==> config.mk <==
export PLATFORM = sky130hd
export DESIGN_NAME = nes_pad_scheduler
export DESIGN_NICKNAME = d
export VERILOG_FILES = /design/src/rtl/nes_pad_scheduler.sv
export SDC_FILE = /design/constraint.sdc
export NUM_CORES = 1
export LEC_CHECK = 0
export BUFFER_PORTS_ARGS = -buffer_cell sky130_fd_sc_hd__buf_4
export CAP_MARGIN = 20
export CORE_MARGIN = 8
export CORE_UTILIZATION = 63
export CTS_CLUSTER_DIAMETER = 30
export DETAILED_ROUTE_END_ITERATION = 8
export PLACE_DENSITY = 0.81
export SYNTH_ARGS = -nofsm -noshare
export SYNTH_HDL_FRONTEND = slang
export SYNTH_SLANG_ARGS = --single-unit
export TNS_END_PERCENT = 100
==> constraint.sdc <==
create_clock -name clk_10MHz -period 5.6 [get_ports clk_10MHz]
set_input_delay 1.12 -clock clk_10MHz [delete_from_list [all_inputs] [get_ports clk_10MHz]]
set_output_delay 1.12 -clock clk_10MHz [all_outputs]
set_load 0.1 [all_outputs]
==> src/rtl/nes_pad_scheduler.sv <==
// nes_pad_scheduler: poll timer, request arbitration and latch/clock/shift sequencing for two NES pads.
// Optional build macro PAD_DATA_SYNC_EN adds a 2-flop synchronizer on each pad_data bit.
module nes_pad_scheduler #(
    parameter int POLL_DIV  = 166667,
    parameter int LATCH_CYC = 120,
    parameter int HALF_CYC  = 60
) (
    input  logic       clk_10MHz,
    input  logic       reset,
    input  logic       enable,
    input  logic       force_poll,
    input  logic [1:0] pad_data,
    output logic       pad_latch,
    output logic [1:0] pad_clk,
    output logic [7:0] buttons0,
    output logic [7:0] buttons1,
    output logic [1:0] valid,
    output logic       busy,
    output logic       poll_overrun
);

    localparam int TIMER_W   = (POLL_DIV > 1) ? $clog2(POLL_DIV) : 1;
    localparam int PHASE_MAX = (LATCH_CYC > HALF_CYC) ? LATCH_CYC : HALF_CYC;
    localparam int CNT_W     = $clog2(PHASE_MAX + 1);

    localparam logic [TIMER_W-1:0] TIMER_LAST = TIMER_W'(POLL_DIV - 1);
    localparam logic [CNT_W-1:0]   LATCH_LAST = CNT_W'(LATCH_CYC - 1);
    localparam logic [CNT_W-1:0]   HALF_LAST  = CNT_W'(HALF_CYC - 1);

    typedef enum logic [2:0] {
        IDLE,
        LATCH,
        LOW,
        HIGH,
        DONE
    } state_t;

    state_t             state;
    logic [TIMER_W-1:0] timer;
    logic [CNT_W-1:0]   phase_cnt;
    logic               port_sel;
    logic [2:0]         bit_idx;
    logic [7:0]         shift_reg;
    logic               pending;
    logic [1:0]         pad_sample;
    logic               timer_req;
    logic               req;

`ifdef PAD_DATA_SYNC_EN
    logic [1:0] sync_a;
    logic [1:0] sync_b;

    always_ff @(posedge clk_10MHz or negedge reset) begin
        if (!reset) begin
            sync_a <= 2'b00;
            sync_b <= 2'b00;
        end else begin
            sync_a <= pad_data;
            sync_b <= sync_a;
        end
    end

    assign pad_sample = sync_b;
`else
    assign pad_sample = pad_data;
`endif

    // Timer wrap and force_poll in the same cycle collapse into a single request.
    assign timer_req = enable && (timer == TIMER_LAST);
    assign req       = enable && (timer_req || force_poll);

    always_ff @(posedge clk_10MHz or negedge reset) begin
        if (!reset) begin
            timer <= '0;
        end else if (!enable || timer == TIMER_LAST) begin
            timer <= '0;
        end else begin
            timer <= timer + TIMER_W'(1);
        end
    end

    always_ff @(posedge clk_10MHz or negedge reset) begin
        if (!reset) begin
            state        <= IDLE;
            phase_cnt    <= '0;
            port_sel     <= 1'b0;
            bit_idx      <= 3'd0;
            shift_reg    <= 8'h00;
            pending      <= 1'b0;
            pad_latch    <= 1'b0;
            pad_clk      <= 2'b00;
            buttons0     <= 8'h00;
            buttons1     <= 8'h00;
            valid        <= 2'b00;
            busy         <= 1'b0;
            poll_overrun <= 1'b0;
        end else begin
            valid        <= 2'b00;
            poll_overrun <= 1'b0;

            // Only one request can wait behind a running poll; a further one is dropped.
            if (req && state != IDLE) begin
                if (pending) begin
                    poll_overrun <= 1'b1;
                end else begin
                    pending <= 1'b1;
                end
            end

            case (state)
                IDLE: begin
                    if (req || pending) begin
                        state     <= LATCH;
                        pad_latch <= 1'b1;
                        busy      <= 1'b1;
                        phase_cnt <= '0;
                    end
                    pending <= 1'b0;
                end

                LATCH: begin
                    if (phase_cnt == LATCH_LAST) begin
                        state     <= LOW;
                        pad_latch <= 1'b0;
                        phase_cnt <= '0;
                        port_sel  <= 1'b0;
                        bit_idx   <= 3'd0;
                    end else begin
                        phase_cnt <= phase_cnt + CNT_W'(1);
                    end
                end

                LOW: begin
                    if (phase_cnt == HALF_LAST) begin
                        shift_reg[bit_idx] <= ~pad_sample[port_sel];
                        state              <= HIGH;
                        pad_clk            <= port_sel ? 2'b10 : 2'b01;
                        phase_cnt          <= '0;
                    end else begin
                        phase_cnt <= phase_cnt + CNT_W'(1);
                    end
                end

                HIGH: begin
                    if (phase_cnt == HALF_LAST) begin
                        pad_clk   <= 2'b00;
                        phase_cnt <= '0;
                        if (bit_idx == 3'd7) begin
                            valid[port_sel] <= 1'b1;
                            if (!port_sel) begin
                                buttons0 <= shift_reg;
                                port_sel <= 1'b1;
                                bit_idx  <= 3'd0;
                                state    <= LOW;
                            end else begin
                                buttons1 <= shift_reg;
                                state    <= DONE;
                            end
                        end else begin
                            bit_idx <= bit_idx + 3'd1;
                            state   <= LOW;
                        end
                    end else begin
                        phase_cnt <= phase_cnt + CNT_W'(1);
                    end
                end

                DONE: begin
                    // A waiting request (or one arriving now) chains straight into the next latch.
                    if (pending || req) begin
                        state     <= LATCH;
                        pad_latch <= 1'b1;
                        phase_cnt <= '0;
                    end else begin
                        state <= IDLE;
                        busy  <= 1'b0;
                    end
                    pending <= 1'b0;
                end

                default: begin
                    state     <= IDLE;
                    busy      <= 1'b0;
                    pad_latch <= 1'b0;
                    pad_clk   <= 2'b00;
                end
            endcase

            if (!enable) begin
                pending <= 1'b0;
            end
        end
    end

endmodule

# Word level (Yosys, flattened, before mapping)
# Cells that the tools add are included.
[totals]
ff_bits = 64
[classes]
n_addsub = 3
magnitude_cmp = 4
n_eq_ne = 17
muxes = 45
bitwise_logic = 5
n_reduce_logical = 27
[op_table]
columns = ["operator", "n"]
rows = [
  ["two-way mux 3 bit", 10],
  ["two-way mux 7 bit", 3],
  ["case mux 7 bit (3 select lines)", 1],
  ["AND reduction 4 bit", 5],
  ["adder 18 x 1 -> 18 bit, second input constant", 1],
  ["== test 18 bit, second input constant", 1],
  ["two-way mux 18 bit", 1],
  ["two-way mux 1 bit", 15],
  ["case mux 3 bit (5 select lines)", 1],
  ["two-way mux 2 bit", 6],
  ["!= test 2 bit, second input constant", 6],
  ["AND reduction 3 bit", 3],
  ["bitwise mux 8 bit", 1],
  ["adder 7 x 1 -> 7 bit, second input constant", 1],
  ["== test 7 x 6 -> 1 bit, second input constant", 1],
  ["== test 7 bit, second input constant", 1],
  ["== test 3 x 2 -> 1 bit, second input constant", 2],
  ["== test 3 bit, second input constant", 2],
  ["case mux 1 bit (3 select lines)", 2],
  ["case mux 2 bit (3 select lines)", 1],
  ["case mux 3 bit (2 select lines)", 1],
  ["nonzero test 3 bit", 2],
  ["OR reduction 3 bit", 2],
  ["logical AND 1 bit", 5],
  ["19 further kinds", 27],
]

# Logic depth before layout (Yosys ltp)
[logic_depth]
ltp_word = 8
ltp_mapped = 7

# Worst setup path before layout
# No wires, ideal clock.
[synth_timing]
path_kind = "input port to flip-flop"
start = "input force_poll"
end = "register phase_cnt[6]"
setup_ps = 136
arrival_time_ps = 1942
required_time_ps = 5464
path_slack_ps = 3522
stages = 4
path_buffers = 0
cell_sequence = "a21o_1 > o21ai_0 > o21a_1 > o211ai_1"
[synth_between]
elab_chain_cells = 5
[synth_rtl]
columns = ["item", "line", "rtl"]
rows = [
  ["start: declaration", "11", "input logic force_poll,"],
  ["logical OR 1 bit", "70", "assign req = enable && (timer_req || force_poll);"],
  ["logical AND 1 bit", "70", ""],
  ["logical OR 1 bit", "112, 170", ""],
  ["!= test 2 x 1 -> 1 bit (no line)", "n/a", ""],
  ["AND reduction 2 bit (no line)", "n/a", ""],
  ["end signal: assignment", "129", "phase_cnt <= phase_cnt + CNT_W'(1);"],
  ["end signal: assignment", "140", "phase_cnt <= phase_cnt + CNT_W'(1);"],
  ["end signal: assignment", "164", "phase_cnt <= phase_cnt + CNT_W'(1);"],
  ["end: declaration", "40", "logic [CNT_W-1:0] phase_cnt;"],
]
# Every way passes these cells.
# A chain may end at the register's enable or synchronous reset.

# Final worst setup path
[layout_timing]
start = "register phase_cnt[1]"
end = "register shift_reg[2]"
[layout_between]
elab_chain_cells = 2
[layout_rtl]
columns = ["item", "line", "rtl"]
rows = [
  ["== test 7 x 6 -> 1 bit", "134", "if (phase_cnt == HALF_LAST) begin"],
  ["AND reduction 2 bit (no line)", "n/a", ""],
  ["end signal: indexed assignment", "135", "shift_reg[bit_idx] <= ~pad_sample[port_sel];"],
  ["end: declaration", "43", "logic [7:0] shift_reg;"],
]
# Every way passes these cells.

==> Implementation_results.wiki <==
{| class="wikitable"
! Metric !! Value
|-
| Mean post-synth cell area || 10.88 sq um
|-
| Synthesis-to-layout area growth || 15.04%
|-
| Number of inserted filler cells in the final layout || 355
|-
| Warnings from Yosys || 0
|-
| Largest register by flop count || timer
|-
| Die ar. || 7442 sq um
|-
| I/O pin cnt || 29
|-
| Library cell used as clock root buffer || sky130_fd_sc_hd__clkbuf_8
|-
| Maximum root-to-sink buffer count || 2
|-
| Count of cells resized by post-cts repair || 0
|-
| Num Clock Sinks || 64
|-
| Min Clock Period, post-route || roughly 2.4 ns
|-
| Total Wirelength || 6204 microns
|-
| # diodes || 0
|-
| Estimated wirelength of the detail-placed design || 4295 microns
|-
| Req. time, crit path || 5.85 ns
|-
| Placement Rows || 25
|-
| Max-slew headroom || 0.4832
|-
| Drt first-iter violations || 154
|-
| Async set or reset register ratio after synthesis || 1.000
|-
| Overall power consumption || between 1000 and 1500 uW
|-
| Proportion of netlist area held by the largest area contributor || 0.5149
|-
| Largest fanout on the critical path || 16
|-
| Count leader, synth || sky130_fd_sc_hd__dfrtp_1
|-
| Antenna viol nets, final || 0
|-
| Synthesized instance count || 286
|-
| Critical path endpoint category || register
|-
| Setup Total Neg Slack || 0 ns
|-
| Core box area || 4755 sq um
|-
| Die extent in x || 86.27 microns
|-
| Deepest level of the CTS H-tree || 3
|-
| Final #Nets || 327
|-
| Clk_lat worst skew || around 0.34 ns
|-
| Number of buffers inserted during clock tree synthesis || 9
|-
| Global-route wire length before repair || 10850 microns
|-
| Final setup vio count || 0
|-
| Total Routing Usage GR || 0.1797
|-
| Maximum number of pins on one net before global-route repair || 65
|-
| Share of the cycle needed by the critical path after routing || 0.4216
|-
| Clk slew on worst S/H paths || 0.07 ns
|-
| Top cells by area, synth || sky130_fd_sc_hd__dfrtp_1 (51%), sky130_fd_sc_hd__mux2_2 (7.6%), sky130_fd_sc_hd__nand3_1 (2.6%)
|-
| Power density over cell area || 283.4 nW/um^2
|-
| Die Ht || 86.27 microns
|-
| Layout cells sized above 1 || 0.2243
|-
| Cell Area, Synth || approximately 3100 sq um
|-
| Worst setup path category || reg -> reg
|-
| Top_reg_cell synth || sky130_fd_sc_hd__dfrtp_1
|-
| Synthesized Nets || 297
|-
| EDFF count, synth || 0
|-
| Startpoint Class || register
|-
| Number of global-route vias before repair || 2367
|-
| Total count of max-transition violations in the final report || 0
|-
| Count of port buffers added during placement || 28
|-
| Count of unique library cells instantiated by Yosys || 52
|-
| Remaining design rule violation count || 0
|-
| Routed length per instance || around 16 microns
|-
| Arrival time worst endpoint || 2.61 ns
|-
| Synth top cells by count || sky130_fd_sc_hd__dfrtp_1 (64), sky130_fd_sc_hd__mux2_2 (21), sky130_fd_sc_hd__nor2_1 (20), sky130_fd_sc_hd__nand2_1 (17), sky130_fd_sc_hd__nand3_1 (16)
|-
| Via-per-instance ratio || 6.026
|-
| Worst clock skew || 0.008855 ns
|-
| Actual transition at the worst max-transition pin || 0.7752 ns
|-
| Number of register bits inferred by synthesis || 64
|-
| Cell leakage power || roughly 0.0016 uW
|-
| Hold_buf cts || 0
|-
| Total setup buffers inserted after CTS || 0
|-
| Gpl congestion || 0.8301
|-
| Gr ovfl total || 0
|-
| Worst vdd ir || between 0.15 and 0.2 mV
|-
| Initial Util || 0.6542
|-
| Worst R2R Setup Slack || 3.24 ns
|-
| Max FFs per register || 18
|-
| Total number of vias || approximately 2300
|-
| Initial antenna violation count || 0
|-
| Unrepaired setup endpoints after global routing || no
|-
| Fmax || 423.6 MHz
|-
| Pre-Repair DR Iteration Count || 4
|-
| TritonCTS clock tree || done
|-
| Final Hold Vio Count || 0
|-
| Kind of path behind the tightest hold check || reg -> reg
|-
| Max-cap violations || 0
|-
| Outcome || finished clean
|-
| Most area-hungry cell type in the Yosys netlist || sky130_fd_sc_hd__dfrtp_1
|-
| Sequential cell area fraction in the yosys report || 0.5149
|}
[routing by layer]
layer,global-route usage,part of all wire
met5,0,0
met4,0.07355,0.012
met3,0.05009,0.044
met2,0.2813,0.49
met1,0.2292,0.46
[cells in the final DEF, fill, tap and decap left out, types with 3 or more instances in the layout]
cell type                  instances
sky130_fd_sc_hd__nor2_1           20
sky130_fd_sc_hd__o211ai_1          7
sky130_fd_sc_hd__ha_1              5
sky130_fd_sc_hd__or4_1             3
sky130_fd_sc_hd__nand2b_1          4
sky130_fd_sc_hd__nand2_1          17
sky130_fd_sc_hd__a211oi_1          3
sky130_fd_sc_hd__nor2b_1           3
sky130_fd_sc_hd__mux2_2           21
sky130_fd_sc_hd__dfrtp_1          64
sky130_fd_sc_hd__nor4_1            3
sky130_fd_sc_hd__nor3_1            6
sky130_fd_sc_hd__a21o_1            3
sky130_fd_sc_hd__nand4_1           5
sky130_fd_sc_hd__nor3b_1           3
sky130_fd_sc_hd__nand3_1          16
sky130_fd_sc_hd__a21oi_1           5
sky130_fd_sc_hd__o21ai_0          14
sky130_fd_sc_hd__xnor2_1           8
sky130_fd_sc_hd__or3_1             5
sky130_fd_sc_hd__xor2_1            5
sky130_fd_sc_hd__o31ai_1           8
sky130_fd_sc_hd__clkbuf_8          9
sky130_fd_sc_hd__inv_1             7
sky130_fd_sc_hd__buf_4            28
sky130_fd_sc_hd__clkinv_2          3
sky130_fd_sc_hd__o41ai_1           6
sky130_fd_sc_hd__and3_1            5
[through the flow]
step | worst slack, ns | utilization | cell area, sq um | std cells | hold WS (ns)
finish | 3.239 | 0.7526 | 3578 | 388 | 0.5107
global route | 3.054 | 0.7526 | 3578 | 388 | 0.5238
CTS | 3.245 | 0.7526 | 3578 | 388 | 0.5124
detailed placement | 3.247 | 0.7082 | 3367 | 372 | 0.4967
global placement | 3.313 | 0.7082 | 3367 | 372 | 0.4922
floorplan | 3.522 | - | 3110 | 286 | 0.4748
[critical path, stage by stage, from the launching register on]
cell                      delay, ns
sky130_fd_sc_hd__dfrtp_1       0.39
sky130_fd_sc_hd__ha_1          0.25
sky130_fd_sc_hd__and3_1        0.35
sky130_fd_sc_hd__nand3_1       0.48
sky130_fd_sc_hd__or3_1         0.54
sky130_fd_sc_hd__o31ai_1       0.25
[worst paths after layout]
kind,from,to,depth (start not counted)
max,phase_cnt[1],shift_reg[2],5
min,buttons1[1],buttons1[1],1
max reg2reg,phase_cnt[1],shift_reg[2],5
min reg2reg,buttons1[1],buttons1[1],1
max in group asynchronous,reset,timer[7],1
min in group asynchronous,reset,poll_overrun,1
[where the power goes]
group	switching (uW)	leakage (uW)	total [uW]	internal, uW
clock	180	0.000110	429	249
sequential	22.8	0.000837	499	476
combinational	56.7	0.000663	86.0	29.3
total	259	0.00161	1010	755
[final cells by class]
class | instances | area (sq um) | area share
Clock buffer | 10 | 127.6 | 0.03566
Clock inverter | 6 | 83.83 | 0.02343
Inverter | 7 | 26.28 | 0.007343
Multi-Input combinational cell | 206 | 1445 | 0.4038
Sequential cell | 64 | 1602 | 0.4476
Tap cell | 67 | 83.83 | 0.02343
Timing Repair Buffer | 28 | 210.2 | 0.05874
[cells by family (layout without fill, tap and decap cells)]
kind of cell | after synthesis | count (layout) | synth area share
adder cells (fa/ha/maj) | 5 | 5 | 0.02011
AO/OA/AOI/OAI | 63 | 63 | 0.1448
XOR/XNOR | 13 | 13 | 0.03661
AND/OR/NAND/NOR | 103 | 103 | 0.1838
flip-flops | 64 | 64 | 0.5149
multiplexers | 22 | 22 | 0.07924
buffers and inverters | 16 | 51 | 0.02051
No activity file was read; power rests on OpenSTA's default activity.
